$ cat src/rtl/board_logic_if.sv
// Board command/status bundle: move and load requests in, board image and status out.
interface board_logic_if;
  logic        move_valid;
  logic [1:0]  move_dir;
  logic        load_en;
  logic [63:0] load_values;
  logic [63:0] values;
  logic        busy;
  logic        move_done;
  logic        game_over;
  logic        win;

  modport master (
    output move_valid, move_dir, load_en, load_values,
    input  values, busy, move_done, game_over, win
  );

  modport slave (
    input  move_valid, move_dir, load_en, load_values,
    output values, busy, move_done, game_over, win
  );
endinterface

$ cat src/rtl/board_logic.sv
// 2048 board engine: one line slid/merged per cycle, LFSR-driven tile spawn,
// registered game_over/win evaluation.
module board_logic (
  input  logic          i_clk,
  input  logic          i_rst_n,
  board_logic_if.slave  io_bus
);

  typedef enum logic [2:0] {
    S_IDLE, S_INIT, S_LINE0, S_LINE1, S_LINE2, S_LINE3, S_SPAWN, S_CHECK
  } state_t;

  state_t      r_state, w_state_nxt;
  logic [63:0] r_values;
  logic [15:0] r_lfsr;
  logic [1:0]  r_dir;
  logic        r_changed, r_is_move, r_init_pend, r_spawn_more;
  logic [3:0]  r_probe, r_probe_cnt;
  logic        r_busy, r_move_done, r_game_over, r_win;

  logic [1:0]  w_line_n;
  logic [5:0]  w_idx [0:3];
  logic [15:0] w_line_in, w_line_out;
  logic [63:0] w_values_line;
  logic        w_line_changed, w_probe_empty, w_lfsr_fb;
  logic [3:0]  w_spawn_val;

  // Position p (leading edge first) of line n, mapped to a board cell.
  function automatic logic [3:0] cell_idx(input logic [1:0] dir, input logic [1:0] n,
                                          input logic [1:0] p);
    case (dir)
      2'b00:   return {p, n};
      2'b01:   return {~p, n};
      2'b10:   return {n, p};
      2'b11:   return {n, ~p};
      default: return 4'd0;
    endcase
  endfunction

  function automatic logic [15:0] slide_line(input logic [15:0] line);
    logic [3:0] c [0:4];
    logic [3:0] o [0:3];
    logic [2:0] j;
    logic       skip;
    for (int k = 0; k < 5; k++) c[k] = 4'd0;
    for (int k = 0; k < 4; k++) o[k] = 4'd0;
    j = 3'd0;
    for (int i = 0; i < 4; i++) begin
      if (line[4*i +: 4] != 4'd0) begin
        c[j[1:0]] = line[4*i +: 4];
        j = j + 3'd1;
      end
    end
    // c[4] stays zero so the last compacted tile never finds a partner.
    j = 3'd0;
    skip = 1'b0;
    for (int i = 0; i < 4; i++) begin
      if (skip) begin
        skip = 1'b0;
      end else if (c[i] != 4'd0) begin
        if (c[i] == c[i+1]) begin
          o[j[1:0]] = (c[i] == 4'hF) ? 4'hF : c[i] + 4'd1;
          skip = 1'b1;
        end else begin
          o[j[1:0]] = c[i];
        end
        j = j + 3'd1;
      end
    end
    return {o[3], o[2], o[1], o[0]};
  endfunction

  function automatic logic calc_game_over(input logic [63:0] b);
    logic over;
    over = 1'b1;
    for (int i = 0; i < 16; i++)
      if (b[4*i +: 4] == 4'd0) over = 1'b0;
    for (int i = 0; i < 15; i++)
      if (i[1:0] != 2'd3 && b[4*i +: 4] == b[4*(i+1) +: 4]) over = 1'b0;
    for (int i = 0; i < 12; i++)
      if (b[4*i +: 4] == b[4*(i+4) +: 4]) over = 1'b0;
    return over;
  endfunction

  function automatic logic calc_win(input logic [63:0] b);
    logic w;
    w = 1'b0;
    for (int i = 0; i < 16; i++)
      if (b[4*i +: 4] >= 4'd11) w = 1'b1;
    return w;
  endfunction

  // Line datapath: gather the active line, slide it, scatter it back.
  always_comb begin
    case (r_state)
      S_LINE1: w_line_n = 2'd1;
      S_LINE2: w_line_n = 2'd2;
      S_LINE3: w_line_n = 2'd3;
      default: w_line_n = 2'd0;
    endcase
    w_line_in = 16'd0;
    for (int p = 0; p < 4; p++) begin
      w_idx[p] = {cell_idx(r_dir, w_line_n, 2'(p)), 2'b00};
      w_line_in[4*p +: 4] = r_values[w_idx[p] +: 4];
    end
    w_line_out     = slide_line(w_line_in);
    w_line_changed = (w_line_out != w_line_in);
    w_values_line  = r_values;
    for (int p = 0; p < 4; p++)
      w_values_line[w_idx[p] +: 4] = w_line_out[4*p +: 4];
    w_probe_empty = (r_values[{r_probe, 2'b00} +: 4] == 4'd0);
    w_spawn_val   = (r_lfsr[15:13] == 3'b111) ? 4'd2 : 4'd1;
    w_lfsr_fb     = r_lfsr[15] ^ r_lfsr[13] ^ r_lfsr[12] ^ r_lfsr[10];
  end

  // Next-state logic.
  always_comb begin
    w_state_nxt = r_state;
    case (r_state)
      S_IDLE: begin
        if (r_init_pend)               w_state_nxt = S_INIT;
        else if (io_bus.load_en)       w_state_nxt = S_CHECK;
        else if (io_bus.move_valid)    w_state_nxt = S_LINE0;
        else                           w_state_nxt = S_IDLE;
      end
      S_INIT:  w_state_nxt = S_SPAWN;
      S_LINE0: w_state_nxt = S_LINE1;
      S_LINE1: w_state_nxt = S_LINE2;
      S_LINE2: w_state_nxt = S_LINE3;
      S_LINE3: begin
        if (r_changed || w_line_changed) w_state_nxt = S_SPAWN;
        else                             w_state_nxt = S_CHECK;
      end
      S_SPAWN: begin
        if ((w_probe_empty || r_probe_cnt == 4'd15) && !r_spawn_more) w_state_nxt = S_CHECK;
        else                                                          w_state_nxt = S_SPAWN;
      end
      S_CHECK: w_state_nxt = S_IDLE;
      default: w_state_nxt = S_IDLE;
    endcase
  end

  // State register.
  always_ff @(posedge i_clk or negedge i_rst_n) begin
    if (!i_rst_n) r_state <= S_IDLE;
    else          r_state <= w_state_nxt;
  end

  // Board, LFSR, spawn bookkeeping and registered status.
  always_ff @(posedge i_clk or negedge i_rst_n) begin
    if (!i_rst_n) begin
      r_values     <= 64'd0;
      r_lfsr       <= 16'hACE1;
      r_dir        <= 2'd0;
      r_changed    <= 1'b0;
      r_is_move    <= 1'b0;
      r_init_pend  <= 1'b1;
      r_spawn_more <= 1'b0;
      r_probe      <= 4'd0;
      r_probe_cnt  <= 4'd0;
      r_busy       <= 1'b0;
      r_move_done  <= 1'b0;
      r_game_over  <= 1'b0;
      r_win        <= 1'b0;
    end else begin
      r_lfsr      <= {r_lfsr[14:0], w_lfsr_fb};
      r_busy      <= (w_state_nxt != S_IDLE);
      r_move_done <= (r_state == S_CHECK) && r_is_move;
      case (r_state)
        S_IDLE: begin
          if (r_init_pend) begin
            r_init_pend <= 1'b0;
          end else if (io_bus.load_en) begin
            r_values  <= io_bus.load_values;
            r_is_move <= 1'b0;
          end else if (io_bus.move_valid) begin
            r_dir     <= io_bus.move_dir;
            r_changed <= 1'b0;
            r_is_move <= 1'b1;
          end
        end
        S_INIT: begin
          r_probe      <= r_lfsr[3:0];
          r_probe_cnt  <= 4'd0;
          r_spawn_more <= 1'b1;
          r_is_move    <= 1'b0;
        end
        S_LINE0, S_LINE1, S_LINE2, S_LINE3: begin
          r_values     <= w_values_line;
          r_changed    <= r_changed | w_line_changed;
          r_probe      <= r_lfsr[3:0];
          r_probe_cnt  <= 4'd0;
          r_spawn_more <= 1'b0;
        end
        S_SPAWN: begin
          if (w_probe_empty) r_values[{r_probe, 2'b00} +: 4] <= w_spawn_val;
          // A finished sequence re-arms the probe for the second INIT spawn.
          if (w_probe_empty || r_probe_cnt == 4'd15) begin
            r_probe      <= r_lfsr[3:0];
            r_probe_cnt  <= 4'd0;
            r_spawn_more <= 1'b0;
          end else begin
            r_probe     <= r_probe + 4'd1;
            r_probe_cnt <= r_probe_cnt + 4'd1;
          end
        end
        S_CHECK: begin
          r_game_over <= calc_game_over(r_values);
          r_win       <= calc_win(r_values);
        end
        default: ;
      endcase
    end
  end

  assign io_bus.values    = r_values;
  assign io_bus.busy      = r_busy;
  assign io_bus.move_done = r_move_done;
  assign io_bus.game_over = r_game_over;
  assign io_bus.win       = r_win;

endmodule
$ cat src/flat_wrapper.sv
// flat-port wrapper written by rule: the top's interface ports become plain ports
module board_logic_flat 
  (i_clk, i_rst_n, io_bus_move_valid, io_bus_move_dir, io_bus_load_en, io_bus_load_values, io_bus_values, io_bus_busy, io_bus_move_done, io_bus_game_over, io_bus_win);
  board_logic_if io_bus_i ();
  input  logic i_clk;
  input  logic i_rst_n;
  input wire logic [$bits(io_bus_i.move_valid)-1:0] io_bus_move_valid;
  input wire logic [$bits(io_bus_i.move_dir)-1:0] io_bus_move_dir;
  input wire logic [$bits(io_bus_i.load_en)-1:0] io_bus_load_en;
  input wire logic [$bits(io_bus_i.load_values)-1:0] io_bus_load_values;
  output wire logic [$bits(io_bus_i.values)-1:0] io_bus_values;
  output wire logic [$bits(io_bus_i.busy)-1:0] io_bus_busy;
  output wire logic [$bits(io_bus_i.move_done)-1:0] io_bus_move_done;
  output wire logic [$bits(io_bus_i.game_over)-1:0] io_bus_game_over;
  output wire logic [$bits(io_bus_i.win)-1:0] io_bus_win;
  assign io_bus_i.move_valid = io_bus_move_valid;
  assign io_bus_i.move_dir = io_bus_move_dir;
  assign io_bus_i.load_en = io_bus_load_en;
  assign io_bus_i.load_values = io_bus_load_values;
  assign io_bus_values = io_bus_i.values;
  assign io_bus_busy = io_bus_i.busy;
  assign io_bus_move_done = io_bus_i.move_done;
  assign io_bus_game_over = io_bus_i.game_over;
  assign io_bus_win = io_bus_i.win;
  board_logic u_core (.i_clk(i_clk), .i_rst_n(i_rst_n), .io_bus(io_bus_i));
endmodule
$ cat config.mk
export PLATFORM = sky130hd
export DESIGN_NAME = board_logic_flat
export DESIGN_NICKNAME = d
export VERILOG_FILES = /design/src/rtl/board_logic_if.sv /design/src/rtl/board_logic.sv /design/src/flat_wrapper.sv
export SDC_FILE = /design/constraint.sdc
export NUM_CORES = 1
export LEC_CHECK = 0
export CORE_MARGIN = 3
export CORE_UTILIZATION = 30
export DETAILED_ROUTE_END_ITERATION = 8
export GPL_ROUTABILITY_DRIVEN = 0
export PLACE_DENSITY = 0.45
export SETUP_SLACK_MARGIN = 0.2
export SYNTH_ARGS = -nofsm -noshare
export SYNTH_HDL_FRONTEND = slang
export SYNTH_SLANG_ARGS = --single-unit
$ cat constraint.sdc
create_clock -name i_clk -period 10.1 [get_ports i_clk]
set_clock_uncertainty 0.05 [all_clocks]
set_input_delay 3.03 -clock i_clk [delete_from_list [all_inputs] [get_ports i_clk]]
set_output_delay 3.03 -clock i_clk [all_outputs]
set_load 0.05 [all_outputs]
Word level (Yosys, flattened, before mapping). Cells that the tools add are included.

Register bits: 101. Word-level logic and storage cells: 334. Output and inout port bits: 68.

Multiplexer cells: 147. Magnitude comparators: 28. Bitwise gates (word level): 12. Shift-type cells: 15. Reduce and logical (&&, ||, !) cells: 51. Add/sub/neg operators: 15. Equality and inequality tests: 52.

Operators by type and width (number): $bwmux 64 (5); $shift 4x8->64 const A (5); $shiftx 4x8->64 (5); $shiftx 64x7->4 (5); $mux 64 (3); $pmux 64 s3 (1); $mux 16 (9); $eq 4x4->1 (28); $bwmux 16 (6); $mux 1 (75); $logic_not 4->1 (17); $ge 4x4->1 const B (16); $pmux 4 s4 (4); $bwmux 20 (3); $mux 20 (3); $mux 4 (15); $neg 6->8 (5); $demux 4 s3 (3); $reduce_bool 4->1 (8); $add 4x1->4 const B (6); $demux 4 s2 (3); $pmux 3 s8 (1); $eq 4x4->1 const B (5); $lt 3x1->1 const B (6); 36 further kinds (83).

Longest topological paths before layout.
Word-level depth: 42. Gate-level depth with buffers: 43.

Least setup slack after synthesis. No wires, ideal clock.

Path kind: flip-flop to flip-flop. Start: reg u_core.r_state[1]. End: reg u_core.r_changed. Period minus slack after synthesis: 8198 ps. Data required time: 9924 ps. Cell stages (with the launch flop): 38. Buffers on the path: 5. Arrival time: 8023 ps. Path slack: 1902 ps. Path through: dfrtp_1 buf_4 clkbuf_1 inv_1 ha_1 and3b_1 buf_6 o311a_1 buf_6 inv_6 mux2_2 a32oi_1 a22o_2 o311ai_4 or3_1 ha_1 clkbuf_1 nor2_1 (+2 left out) mux2_2 inv_1 ha_1 inv_1 nor2_1 inv_1 ha_1 inv_1 nand2_1 ha_1 or3_1 nor2_1 o311ai_4 mux2_4 xor2_1 nor4b_2 and4_1 o22ai_1.

Cells in the longest elaborated chain, start to end: 39.

RTL lines: from (decl) (RTL line board_logic.sv:13) `state_t r_state, w_state_nxt;`; from (signal assigned) (RTL line board_logic.sv:146) `else r_state <= w_state_nxt;`; $eq 3x3->1 / $eq 3x2->1 (equally long branches) (RTL line board_logic.sv:95, board_logic.sv:169); $pmux 2 s3 (RTL line board_logic.sv:95) `case (r_state)`; $pmux 4 s4 (RTL line board_logic.sv:31) `case (dir)`; $shiftx 64x7->4 (RTL line board_logic.sv:104) `w_line_in[4*p +: 4] = r_values[w_idx[p] +: 4];`; $reduce_bool 4->1 (RTL line board_logic.sv:49) `if (line[4*i +: 4] != 4'd0) begin`; $mux 1 (RTL line board_logic.sv:49); $add 1x1->2 / $not 1->3 (equally long branches) (RTL line board_logic.sv:51, board_logic.sv:50); $mux 2 (tied with other cells) (RTL line board_logic.sv:49); (+23 left out); $mux 16 (RTL line board_logic.sv:58) `if (skip) begin`; $bwmux 16 (on tied branches) (RTL line board_logic.sv:65, board_logic.sv:62); $mux 16 (RTL line board_logic.sv:61) `if (c[i] == c[i+1]) begin`; $mux 16 (RTL line board_logic.sv:60) `end else if (c[i] != 4'd0) begin`; $mux 16 (RTL line board_logic.sv:58); $ne 16x16->1 (RTL line board_logic.sv:107) `w_line_changed = (w_line_out != w_line_in);`; $or 1x1->1 (RTL line board_logic.sv:190) `r_changed <= r_changed | w_line_changed;`; $pmux 1 s2 (RTL line board_logic.sv:169) `case (r_state)`; to (signal assigned) (RTL line board_logic.sv:190); to (decl) (RTL line board_logic.sv:17) `logic r_changed, r_is_move, r_init_pend, r_spawn_more;`.

Several ways; a longest one is shown, not always the timed one. A chain may end at the register's enable or synchronous reset.

Worst setup path after layout.
Start: reg u_core.r_dir[0]. End: reg u_core.r_values[31] (netlist: u_core.io_bus.values[31]).

Cells in the longest elaborated chain, start to end: 41.

RTL lines: from (decl) (RTL line board_logic.sv:16) `logic [1:0] r_dir;`; from (signal assigned) (RTL line board_logic.sv:177) `r_dir <= io_bus.move_dir;`; $eq 2x2->1 (tied with other cells) (RTL line board_logic.sv:31); $pmux 4 s4 (RTL line board_logic.sv:31); $shiftx 64x7->4 (RTL line board_logic.sv:104); $reduce_bool 4->1 (RTL line board_logic.sv:49); $mux 1 (RTL line board_logic.sv:49); $add 1x1->2 / $not 1->3 (equally long branches) (RTL line board_logic.sv:51, board_logic.sv:50); $mux 2 (tied with other cells) (RTL line board_logic.sv:49); $add 2x1->2 (tied with other cells) (RTL line board_logic.sv:51) `j = j + 3'd1;`; (+23 left out); $bwmux 16 (on tied branches) (RTL line board_logic.sv:65, board_logic.sv:62); $mux 16 (RTL line board_logic.sv:61); $mux 16 (RTL line board_logic.sv:60); $mux 16 (RTL line board_logic.sv:58); $shiftx 4x8->64 (RTL line board_logic.sv:110) `w_values_line[w_idx[p] +: 4] = w_line_out[4*p +: 4];`; $bwmux 64 (3 in series) (RTL line board_logic.sv:110); $bwmux 64 * (RTL line board_logic.sv:110); $pmux 64 s3 * (RTL line board_logic.sv:169); to (signal assigned) (RTL line board_logic.sv:174) `r_values <= io_bus.load_values;`; to (signal assigned) (RTL line board_logic.sv:189) `r_values <= w_values_line;`; to (signal, indexed assignment) (RTL line board_logic.sv:196) `if (w_probe_empty) r_values[{r_probe, 2'b00} +: 4] <= w_spawn_val;`; to (decl) (RTL line board_logic.sv:14) `logic [63:0] r_values;`.

Mark *: on every way between the ends. The rest lies on a longest branch, timed or not.

==> metrics.md <==
| Metric | Value |
|---|---|
| H-tree levels | 3 |
| Clock sink count | about 100 |
| Longest Clk Path Bufs | 2 |
| R2r setup slk | around 0.87 ns |
| Die Span X | 234.2 um |
| Synthesized flop and latch total | ~100 |
| Fin crit period | 9.227 ns |
| Syn_area_per_cell | 7.315 sq um |
| Fmax | 108.4 MHz |
| Worst stage delay on the critical path | 0.64 ns |
| Seq/Total Area, Yosys | 0.1625 |
| Final setup violation count | 0 |
| Slew Limit Fails | 0 |
| CP arrival | 9.44 ns |
| Number of synthesized flops with an enable pin | 0 |
| Net count after synthesis | 2236 |
| Run status | finished, final reports clean |
| Post-Synthesis Cell Area | 15620 sq um |
| Via count | between 15000 and 20000 |
| Clock Latency Late Sink | just under 0.4 ns |
| Worst Hold Class | reg2reg |
| Syn. warnings | 0 |
| Critical setup path kind | reg2reg |
| Syn Inst Count | 2136 |
| Main synth FF type | dfrtp_1 |
| CP startpoint kind | register |
| First-iteration detailed-routing DRC count | around 2800 |
| DRT Pass-1 Iters | 6 |
| Layout overhead on the synthesized area | 16.49% |
| Hold path startpoint | u_core.r_lfsr[9]$_DFF_PN0_ |
| Antenna violations before repair | 3 |
| Fin nets | 2311 |
| Worst-path clk slew | 0.09 ns |
| Num ports | between 100 and 150 |
| Crit. End Element | register |
| Vias in the first global route | 18270 |
| Multi-input gate area | ~12000 sq um |
| Antenna violation net count after detailed routing | 0 |
| RSZ-0062 raised after global routing | false |
| Total of max-cap violations | 0 |
| Placement Rows | between 80 and 90 |
| Tcrit/Tclk final | 0.9135 |
| Slew headroom | 0.2322 |
| Hold_buf cts | 0 |
| CTS buffer count | 9 |
| Drt via density | 6.664 |
| Final hold viol count | 0 |
| Tightest Pin Transition | between 1 and 1.5 ns |
| Die ar. | 54860 sq um |
| Starting Density | 0.3040 |
| Grt ovf | 0 |
| Post-synthesis async set-or-reset flop share | 1.000 |
| Netlist cell types | 120 |
| First-pass GRT wire length | 128600 um |
| Die height | ~230 um |
| Layout cells sized above 1 | 0.1169 |
| Final setup TNS | 0 ns |
| FILL cells | 5482 |
| Core footprint | between 50000 and 60000 sq um |
| CTS tree | built |
| Reg2reg start | u_core.r_dir[0]$_DFFE_PN0P_ |
| Pin count of the biggest net entering global routing | 66 |
| WL final | 90420 um |
| Global Route Usage Sum | 0.3206 |
| Hpwl dp | 66780 um |
| Slowest CP cell | mux2i_1 |
| Bufs and invs on worst path | 6 |
| Drt wl/cell | slightly above 30 um |
| FF+latch area | 2540 sq um |
| Crit path launch | u_core.r_dir[0]$_DFFE_PN0P_ |
| Required @ worst endpoint | approximately 10 ns |
| PortBufs | 137 |
| Root buf cell | clkbuf_16 |
| Crit path max-delay family | simple AND/OR/NAND/NOR gates |
| Residual DRC | 0 |
| Max FO, Critical Path | 20 |
## layout by cell type, fill, tap and decap left out, types with 10 or more instances in the layout
cell,n
and3_1,30
o21ai_0,143
ha_1,29
a21o_1,22
xor2_1,16
clkdlybuf4s50_1,136
xnor2_1,97
a21oi_1,137
a31oi_1,31
o211ai_1,30
o31ai_1,13
a32oi_1,10
a22oi_1,35
or3_1,15
nand4_1,47
mux2i_1,101
o22ai_1,13
a222oi_1,11
a211oi_1,34
nor4_1,30
and2_1,33
dfrtp_1,91
nand2_1,275
nand3_1,107
inv_1,40
o21ai_1,13
buf_4,109
nor3_1,40
a221oi_1,17
nor2b_1,16
nand2b_1,17
nor2_1,156
a221o_1,11
mux2_2,24
o41ai_1,11
mux4_2,12
## cell type report
| cell class | count | area share |
|---|---|---|
| clock inverter | 7 | 0.004331 |
| inverter | 45 | 0.009693 |
| tap | 680 | 0.04675 |
| antenna | 2 | 0.0002750 |
| clock buffer | 9 | 0.01237 |
| sequential | 101 | 0.1395 |
| multi-input combinational | 1809 | 0.6673 |
| timing repair buffer | 245 | 0.1197 |
## layer usage
metal / vias up / share of wire / GRT usage
li1: 8228 / - / -
met1: 9342 / 0.39 / 0.4141
met2: 1399 / 0.41 / 0.4687
met3: 338 / 0.13 / 0.1043
met4: 4 / 0.066 / 0.1773
met5: - / 0.00080 / 0.01071
## state kept, by name (all words and copies together), names as in the netlist, 2 cells and up
register	count
u_core.io_bus.values	64
u_core.r_dir	2
u_core.r_lfsr	16
u_core.r_probe	4
u_core.r_probe_cnt	4
u_core.r_state	3
## final timing paths
path	endpoint	depth (start not counted)
min reg2reg	u_core.r_lfsr[10]$_DFF_PN1_	0
min	u_core.r_lfsr[10]$_DFF_PN1_	0
max in group asynchronous	u_core.io_bus.values[24]$_DFFE_PN0P_	2
max	u_core.io_bus.values[31]$_DFFE_PN0P_	31
max reg2reg	u_core.io_bus.values[31]$_DFFE_PN0P_	31
min in group asynchronous	u_core.io_bus.busy$_DFF_PN0_	1
## through the flow
step / hold slack, ns / worst slack, ns / std cells / utilization / area [sq um]
after detailed placement: 0.2882 / 0.6107 / 2880 / 0.3473 / 17850
after CTS: 0.3088 / 0.6029 / 2896 / 0.3532 / 18160
after global placement: 0.2853 / 0.7975 / 2880 / 0.3473 / 17850
final: 0.3075 / 0.8732 / 2898 / 0.3541 / 18200
after floorplan: 0.2812 / 1.902 / 2136 / - / 15630
after global routing: 0.3144 / 0.2296 / 2896 / 0.3540 / 18200
## synthesized netlist by cell type (30+ instances only)
master / n / area share
a211oi_1: 34 / 0.016
o21ai_0: 143 / 0.046
mux2i_1: 103 / 0.066
and3_1: 30 / 0.012
inv_1: 40 / 0.0096
and2_1: 33 / 0.013
o211ai_1: 30 / 0.014
nand3_1: 108 / 0.035
nor3_1: 40 / 0.013
a22oi_1: 35 / 0.017
nor2_1: 158 / 0.038
xnor2_1: 97 / 0.054
a31oi_1: 31 / 0.012
a21oi_1: 137 / 0.044
clkbuf_1: 110 / 0.026
nand2_1: 276 / 0.066
nand4_1: 47 / 0.019
nor4_1: 30 / 0.012
dfrtp_1: 92 / 0.15
ha_1: 30 / 0.024
## repair_timing
item                                    CTS  global route
resized for setup                         0             8
endpoints found under the hold margin     0             0
endpoints found under the setup margin    0            34
buffers inserted                          0             0
## logic make-up after synthesis
kind of cell    count (synthesis)  synth area share
xor+xnor                      113           0.06334
simple gates                  813            0.2522
compound gates                709            0.3283
fa+ha+maj                      30           0.02402
buf+inv                       226           0.06478
flops                         101            0.1625
mux                           144            0.1048
Power is left out: the tool's default activity adds up to more than one toggle a clock period on the data nets, which glitch-free logic cannot reach.
